[config.mk]
export PLATFORM = sky130hd
export DESIGN_NAME = glyph_renderer_flat
export DESIGN_NICKNAME = d
export VERILOG_FILES = /design/src/rtl/glyph_renderer_if.sv /design/src/rtl/glyph_renderer.sv /design/src/flat_wrapper.sv
export SDC_FILE = /design/constraint.sdc
export NUM_CORES = 1
export LEC_CHECK = 0
export ABC_AREA = 1
export CORE_AREA = 2 2 81 83
export DETAILED_ROUTE_END_ITERATION = 12
export DIE_AREA = 0 0 83 85
export GPL_TIMING_DRIVEN = 0
export PLACE_DENSITY = 0.8
export SYNTH_ARGS = -nofsm -noshare
export SYNTH_HDL_FRONTEND = slang
export SYNTH_SLANG_ARGS = --single-unit
[constraint.sdc]
create_clock -name clk -period 1.53 [get_ports clk]
set_input_delay 0.153 -clock clk [delete_from_list [all_inputs] [get_ports clk]]
set_output_delay 0.153 -clock clk [all_outputs]
set_load 0.01 [all_outputs]
[src/rtl/glyph_renderer_if.sv]
// Character request, font ROM and pixel stream signals of the glyph renderer.
// The slave modport is the renderer side; the master modport is its environment.
interface glyph_renderer_if;
   logic        char_valid;
   logic        char_ready;
   logic [7:0]  char_code;
   logic [15:0] fg_color;
   logic [15:0] bg_color;
   logic [11:0] rom_ad;
   logic        rom_ce;
   logic        rom_oce;
   logic [7:0]  rom_dout;
   logic        pix_valid;
   logic        pix_ready;
   logic [15:0] pix_data;
   logic        pix_last;
   logic        busy;

   modport master (
      output char_valid, char_code, fg_color, bg_color, rom_dout, pix_ready,
      input  char_ready, rom_ad, rom_ce, rom_oce, pix_valid, pix_data, pix_last, busy
   );

   modport slave (
      input  char_valid, char_code, fg_color, bg_color, rom_dout, pix_ready,
      output char_ready, rom_ad, rom_ce, rom_oce, pix_valid, pix_data, pix_last, busy
   );
endinterface

[src/rtl/glyph_renderer.sv]
// Expands one 8 x ROWS font glyph, fetched row by row from a synchronous ROM,
// into a stream of RGB565 pixels with a valid/ready handshake.
module glyph_renderer #(
   parameter int unsigned ROWS     = 16,
   parameter bit          MSB_LEFT = 1'b1
) (
   input logic             clk,
   input logic             rst_n,
   glyph_renderer_if.slave bus
);

   typedef enum logic [1:0] {StIdle, StFetch, StLatch, StShift} state_e;

   localparam logic [3:0] LastRow = 4'(ROWS - 1);

   state_e      state_q, state_d;
   logic        init_q;
   logic [7:0]  code_q, code_d;
   logic [15:0] fg_q, fg_d;
   logic [15:0] bg_q, bg_d;
   logic [3:0]  row_q, row_d;
   logic [2:0]  col_q, col_d;
   logic [7:0]  sh_q, sh_d;

   logic        char_ready;
   logic        rom_ce;
   logic        pix_valid;
   logic        pix_last;
   logic [15:0] pix_data;
   logic        cur_bit;

   assign cur_bit = MSB_LEFT ? sh_q[7] : sh_q[0];

   always_comb begin
      state_d    = state_q;
      code_d     = code_q;
      fg_d       = fg_q;
      bg_d       = bg_q;
      row_d      = row_q;
      col_d      = col_q;
      sh_d       = sh_q;
      char_ready = 1'b0;
      rom_ce     = 1'b0;
      pix_valid  = 1'b0;
      pix_last   = 1'b0;
      pix_data   = 16'h0000;
      unique case (state_q)
         StIdle: begin
            // init_q keeps char_ready low until the first edge after reset release
            char_ready = init_q;
            if (bus.char_valid && init_q) begin
               code_d  = bus.char_code;
               fg_d    = bus.fg_color;
               bg_d    = bus.bg_color;
               row_d   = 4'd0;
               state_d = StFetch;
            end
         end
         StFetch: begin
            rom_ce  = 1'b1;
            state_d = StLatch;
         end
         StLatch: begin
            sh_d    = bus.rom_dout;
            col_d   = 3'd0;
            state_d = StShift;
         end
         StShift: begin
            pix_valid = 1'b1;
            pix_data  = cur_bit ? fg_q : bg_q;
            pix_last  = (row_q == LastRow) && (col_q == 3'd7);
            if (bus.pix_ready) begin
               col_d = 3'(col_q + 3'd1);
               sh_d  = MSB_LEFT ? {sh_q[6:0], 1'b0} : {1'b0, sh_q[7:1]};
               if (col_q == 3'd7) begin
                  if (row_q == LastRow) begin
                     state_d = StIdle;
                  end else begin
                     row_d   = 4'(row_q + 4'd1);
                     state_d = StFetch;
                  end
               end
            end
         end
         default: state_d = StIdle;
      endcase
   end

   always_ff @(posedge clk or negedge rst_n) begin
      if (!rst_n) begin
         state_q <= StIdle;
         init_q  <= 1'b0;
         code_q  <= 8'h00;
         fg_q    <= 16'h0000;
         bg_q    <= 16'h0000;
         row_q   <= 4'd0;
         col_q   <= 3'd0;
         sh_q    <= 8'h00;
      end else begin
         state_q <= state_d;
         init_q  <= 1'b1;
         code_q  <= code_d;
         fg_q    <= fg_d;
         bg_q    <= bg_d;
         row_q   <= row_d;
         col_q   <= col_d;
         sh_q    <= sh_d;
      end
   end

   assign bus.char_ready = char_ready;
   assign bus.rom_ad     = {code_q, row_q};
   assign bus.rom_ce     = rom_ce;
   assign bus.rom_oce    = rom_ce;
   assign bus.pix_valid  = pix_valid;
   assign bus.pix_data   = pix_data;
   assign bus.pix_last   = pix_last;
   assign bus.busy       = (state_q != StIdle);

endmodule

[src/flat_wrapper.sv]
// flat-port wrapper written by rule: the top's interface ports become plain ports
module glyph_renderer_flat 
#(
   parameter int unsigned ROWS     = 16,
   parameter bit          MSB_LEFT = 1'b1
)
  (clk, rst_n, bus_char_valid, bus_char_code, bus_fg_color, bus_bg_color, bus_rom_dout, bus_pix_ready, bus_char_ready, bus_rom_ad, bus_rom_ce, bus_rom_oce, bus_pix_valid, bus_pix_data, bus_pix_last, bus_busy);
  glyph_renderer_if bus_i ();
  input logic clk;
  input logic rst_n;
  input wire logic [$bits(bus_i.char_valid)-1:0] bus_char_valid;
  input wire logic [$bits(bus_i.char_code)-1:0] bus_char_code;
  input wire logic [$bits(bus_i.fg_color)-1:0] bus_fg_color;
  input wire logic [$bits(bus_i.bg_color)-1:0] bus_bg_color;
  input wire logic [$bits(bus_i.rom_dout)-1:0] bus_rom_dout;
  input wire logic [$bits(bus_i.pix_ready)-1:0] bus_pix_ready;
  output wire logic [$bits(bus_i.char_ready)-1:0] bus_char_ready;
  output wire logic [$bits(bus_i.rom_ad)-1:0] bus_rom_ad;
  output wire logic [$bits(bus_i.rom_ce)-1:0] bus_rom_ce;
  output wire logic [$bits(bus_i.rom_oce)-1:0] bus_rom_oce;
  output wire logic [$bits(bus_i.pix_valid)-1:0] bus_pix_valid;
  output wire logic [$bits(bus_i.pix_data)-1:0] bus_pix_data;
  output wire logic [$bits(bus_i.pix_last)-1:0] bus_pix_last;
  output wire logic [$bits(bus_i.busy)-1:0] bus_busy;
  assign bus_i.char_valid = bus_char_valid;
  assign bus_i.char_code = bus_char_code;
  assign bus_i.fg_color = bus_fg_color;
  assign bus_i.bg_color = bus_bg_color;
  assign bus_i.rom_dout = bus_rom_dout;
  assign bus_i.pix_ready = bus_pix_ready;
  assign bus_char_ready = bus_i.char_ready;
  assign bus_rom_ad = bus_i.rom_ad;
  assign bus_rom_ce = bus_i.rom_ce;
  assign bus_rom_oce = bus_i.rom_oce;
  assign bus_pix_valid = bus_i.pix_valid;
  assign bus_pix_data = bus_i.pix_data;
  assign bus_pix_last = bus_i.pix_last;
  assign bus_busy = bus_i.busy;
  glyph_renderer #(.ROWS(ROWS), .MSB_LEFT(MSB_LEFT)) u_core (.clk(clk), .rst_n(rst_n), .bus(bus_i));
endmodule
Word level (Yosys, flattened, before mapping)

Index checks and enable logic that the tools add are counted.

Bits in registers: 58
Output and inout port bits: 34

Add/subtract/negate cells: 2
Eq/ne operators: 9
Mux-type cells: 20
Reductions and logical operators: 10

Operator list:

| kind                                                                  | count |
|---|---|
| 16-bit 2-to-1 mux                                                     | 2 |
| 4-bit 2-to-1 mux                                                      | 4 |
| 8-bit case mux with 2 select lines                                    | 1 |
| 8-bit 2-to-1 mux                                                      | 1 |
| 2-bit case mux with 4 select lines                                    | 1 |
| 4-bit case mux with 2 select lines                                    | 1 |
| 2-bit 2-to-1 mux                                                      | 3 |
| 3-bit case mux with 2 select lines                                    | 1 |
| 2-bit nonzero test                                                    | 3 |
| 1-bit 2-to-1 mux                                                      | 5 |
| 5-bit AND reduction                                                   | 1 |
| 4-bit by 1-bit adder with 4-bit output, second input constant         | 1 |
| 2-bit equality test, second input constant                            | 2 |
| 4-bit equality test, second input constant                            | 1 |
| 2-bit by 1-bit != test with 1-bit output, second input constant       | 2 |
| 2-bit != test, second input constant                                  | 2 |
| 2-bit AND reduction                                                   | 2 |
| 3-bit by 1-bit adder with 3-bit output, second input constant         | 1 |
| 3-bit equality test, second input constant                            | 1 |
| 3-bit 2-to-1 mux                                                      | 1 |
| 3-bit AND reduction                                                   | 1 |
| 2-bit by 1-bit equality test with 1-bit output, second input constant | 1 |
| 1-bit logical AND                                                     | 2 |
| 2-bit logical NOT                                                     | 1 |

Longest topological paths before layout

Depth after elaboration: 5
Depth in mapped cells: 9
Gate-level depth less buffers: 9

Least setup slack after synthesis

OpenSTA, ideal clock, no wires.

Kind: flip-flop to flip-flop
Start: register u_core.state_q[0]
End: register u_core.row_q[0]
Data arrival time: 1.216 ns
Setup slack: 0.193 ns
Stages on the path, launching flop included: 8
Period minus slack after synthesis: 1.337 ns
Cells stage by stage: dfrtp_1 ha_1 buf_4 nand4_2 nand2_2 nor2_4 nand2_1 nand2_1

Word-level cells in the longest chain between the ends: 3
Elaborated cells on any way between the ends: 9

Ends and longest elaborated chain:

| what                                                                       | line                  | source |
|---|---|---|
| start, declared                                                            | glyph_renderer.sv:16  | `state_e state_q, state_d;` |
| start signal, assigned                                                     | glyph_renderer.sv:91  | `state_q <= StIdle;` |
| start signal, assigned                                                     | glyph_renderer.sv:100 | `state_q <= state_d;` |
| 2-bit equality test or 2-bit logical NOT (tied branches)                   | glyph_renderer.sv:47  | `unique case (state_q)` |
| 2-bit by 1-bit != test with 1-bit output (no line) (tied with other cells) | --                    |  |
| 5-bit AND reduction (no line)                                              | --                    |  |
| end signal, assigned                                                       | glyph_renderer.sv:105 | `row_q <= row_d;` |
| end, declared                                                              | glyph_renderer.sv:21  | `logic [3:0] row_q, row_d;` |

Parallel ways exist; a longest one is shown, timed or not.
A chain may end at the register's enable or synchronous reset.

Worst setup path after layout

Start: register u_core.state_q[0]
End: output port bus_pix_data[5]

Word-level cells in the longest chain between the ends: 2

Ends and longest elaborated chain:

| what                | line                 | source |
|---|---|---|
| 2-bit equality test | glyph_renderer.sv:47 |  |
| 16-bit 2-to-1 mux   | glyph_renderer.sv:47 |  |
| end, declared       | flat_wrapper.sv:22   | `output wire logic [$bits(bus_i.pix_data)-1:0] bus_pix_data;` |

No other way between the ends.

==> reports/results.ini <==
[status]
status=finished with violations
violations=negative setup slack

[clock_tree]
clockBufferDepth=2
ctsRootBufferMaster=clkbuf_8
cts_sinks=58
htree_levels=3
insertion_delay_ps=350
cts_buffers=9
path_clk_slew_ps=70
cts_tree=built

[sta]
period_minus_slack_ps=1620
holdWs_ps=290
period_share=1.06
fmax_mhz=618
layout_setup_ws_ps=-88.9
rsz0062_at_grt=true
hold_viol_final=0
setup_viol=53
slew_violations=0
skew_ps=9.88

[grt]
grt.overflow.total=0
antenna_found_initial=0
grt_usage=0.225
grt_max_degree=41
grt_pass1_wl_um=12600
grt_pass1_vias=2757

[logic_synthesis]
synth_ff_type=dfrtp_1
synth.ff_latch_count=58
syn_nets=416
synth_area_um2=2850
avgSynthCellArea_um2=8.04
synthArstFlopShare=1.00
synth_edf_count=0
yosys_warnings=0
seq_area_frac_synth=0.509
netlist-cell-type-count=23
synth_cells=355

[critical_path]
r2r_slack_ps=-50
crit_required_ps=1380
critPathCaptureType=output port
cp_max_fo=5
worstSetupPathType=reg2out
cp.arrival_ps=1470
cp-start-kind=register

[power_and_ir_drop]
p_leak_nw=2.31
switching_share=0.414
combPwrFrac=0.534
fin_total_pwr_mw=9.05
seqPwrFrac=0.323
power.net_switching_mw=3.75
power.density_nw_per_um2=1890
clockPowerShare=0.143
p_int_mw=5.31
ir_worst_vdd_uv=1100

[die]
die_area_um2=7060
start_util=0.460
ioPinCount=86
die_h_um=85
die_w_um=83
core_area_um2=6200
rows=29

[layout]
nFillCells=404
final_core_util=0.772
layout.nets=546
area_delta_synth_final_pct=67.8
antenna_cells=0
drive_gt1_frac=0.395

[hold_path]
hold_class=in2async

[routing]
drt-initial-drc-count=160
dr.pass1.iters=4
vias=2981
drc=0
wl_um=9120
via_per_inst=5.27
wl_per_cell_um=16.1
ant_nets=0

[flow_run]
cap_violations=0

[place]
dp_slack_ps=-476
port-buffer-count=84
dp_hpwl_um=5210
gp_congestion=0.826

[metal layers]
metal	vias to the layer above	wire (um)	GRT usage
met2	127	4740	0.377
met3	21	544	0.0681
met1	1439	3630	0.276
li1	1394	-	-
met5	-	0	0
met4	0	206	0.0835
[per-stage QoR]
stage / setup TNS (ps) / area, um^2 / std cells
6_report: -1330 / 4790 / 566
3_3_place_gp: -95530 / 3790 / 516
4_1_cts: -1610 / 4110 / 546
5_1_grt: -4920 / 4790 / 566
3_5_place_dp: -6830 / 3800 / 517
2_1_floorplan: 0 / 2850 / 355
[layout by cell type (no fill, tap or decap), types with 2 or more instances in the layout]
master | Yosys | layout
o21ai_2 | 0 | 15
nand2_2 | 4 | 40
clkinv_2 | 0 | 3
o21ai_1 | 2 | 3
dfrtp_2 | 0 | 4
ha_1 | 9 | 4
clkbuf_8 | 0 | 11
inv_2 | 4 | 3
a31oi_1 | 7 | 5
nand2_4 | 1 | 22
nand2_1 | 121 | 62
clkbuf_4 | 0 | 2
o21bai_1 | 4 | 4
buf_6 | 2 | 20
inv_1 | 10 | 8
nand3_1 | 46 | 46
clkbuf_16 | 0 | 4
buf_2 | 12 | 24
nor2_1 | 46 | 42
nand2_8 | 0 | 2
buf_4 | 6 | 19
nor2_2 | 0 | 4
inv_4 | 0 | 3
clkbuf_2 | 0 | 2
ha_4 | 0 | 5
clkdlybuf4s50_1 | 0 | 61
dfrtp_1 | 58 | 54
a31oi_4 | 0 | 2
buf_8 | 0 | 5
[power groups by stage]
stage,clock [mW],sequential [mW],combinational [mW]
6_report,1.29,2.92,4.83
2_1_floorplan,0,2.59,1.90
3_5_place_dp,0,2.65,3.18
5_1_grt,1.36,2.99,5.24
4_1_cts,1.28,2.65,3.46
3_3_place_gp,0,2.61,3.08
[sequential cells by signal, summed over array words and instances (netlist names)]
name,count
u_core.state_q,2
u_core.row_q,4
u_core.bg_q,16
u_core.sh_q,8
u_core.fg_q,16
u_core.col_q,3
u_core.code_q,8
u_core.init_q,1
[worst paths after layout]
check                                         startpoint                            to  cells after the start
max                        u_core.state_q[0]$_DFFE_PN0P_               bus_pix_data[5]                      5
min                                                rst_n  u_core.code_q[3]$_DFFE_PN0P_                      2
max reg2reg                u_core.state_q[0]$_DFFE_PN0P_    u_core.bg_q[2]$_DFFE_PN0P_                     10
min reg2reg                 u_core.code_q[1]$_DFFE_PN0P_  u_core.code_q[1]$_DFFE_PN0P_                      2
max in group asynchronous                          rst_n    u_core.sh_q[7]$_DFFE_PN0P_                      3
min in group clk                          bus_char_valid  u_core.code_q[1]$_DFFE_PN0P_                      4
[layout make-up]
type,count,area (um^2),area share
Buffer,20,195,0.0408
Multi-Input combinational cell,262,1670,0.348
Timing Repair Buffer,120,1140,0.239
Clock buffer,12,155,0.0324
Tap cell,77,96.3,0.0201
Inverter,14,60.1,0.0125
Clock inverter,3,15.0,0.00314
Sequential cell,58,1460,0.304
[what timing repair did]
action / in CTS / in global routing
gates cloned: 1 / 5
gates resized for setup: 116 / 150
hold buffers: 1 / 0
pin swaps: 6 / 28
endpoints found under the hold margin: 18 / 0
setup buffers: 12 / 17
setup endpoints to repair: 63 / 74
[cell families (layout without fill, tap and decap cells)]
family	Yosys count	count (layout)	synth area share
compound gates	30	30	0.0592
xor+xnor	1	1	0.00307
fa+ha+maj	9	9	0.0395
buf+inv	35	169	0.0645
flops	58	58	0.509
other cells	1	1	0.00131
simple gates	221	221	0.324
[worst max-delay path, cell delays in order, from the launching register on]
cell,delay (ps)
dfrtp_2,430
ha_4,210
buf_8,140
o21ai_2,50
nor2_1,130
buf_2,160
[Yosys cell counts (6+ instances only)]
cell       n  area [um^2]
nor2_1    46          173
dfrtp_1   58         1450
nand2_1  121          454
inv_1     10         37.5
nand3_1   46          230
o21ai_0   16         80.1
ha_1       9          113
a31oi_1    7         43.8
buf_2     12         60.1
buf_4      6         45.0
No activity file was read; power rests on OpenSTA's default activity.
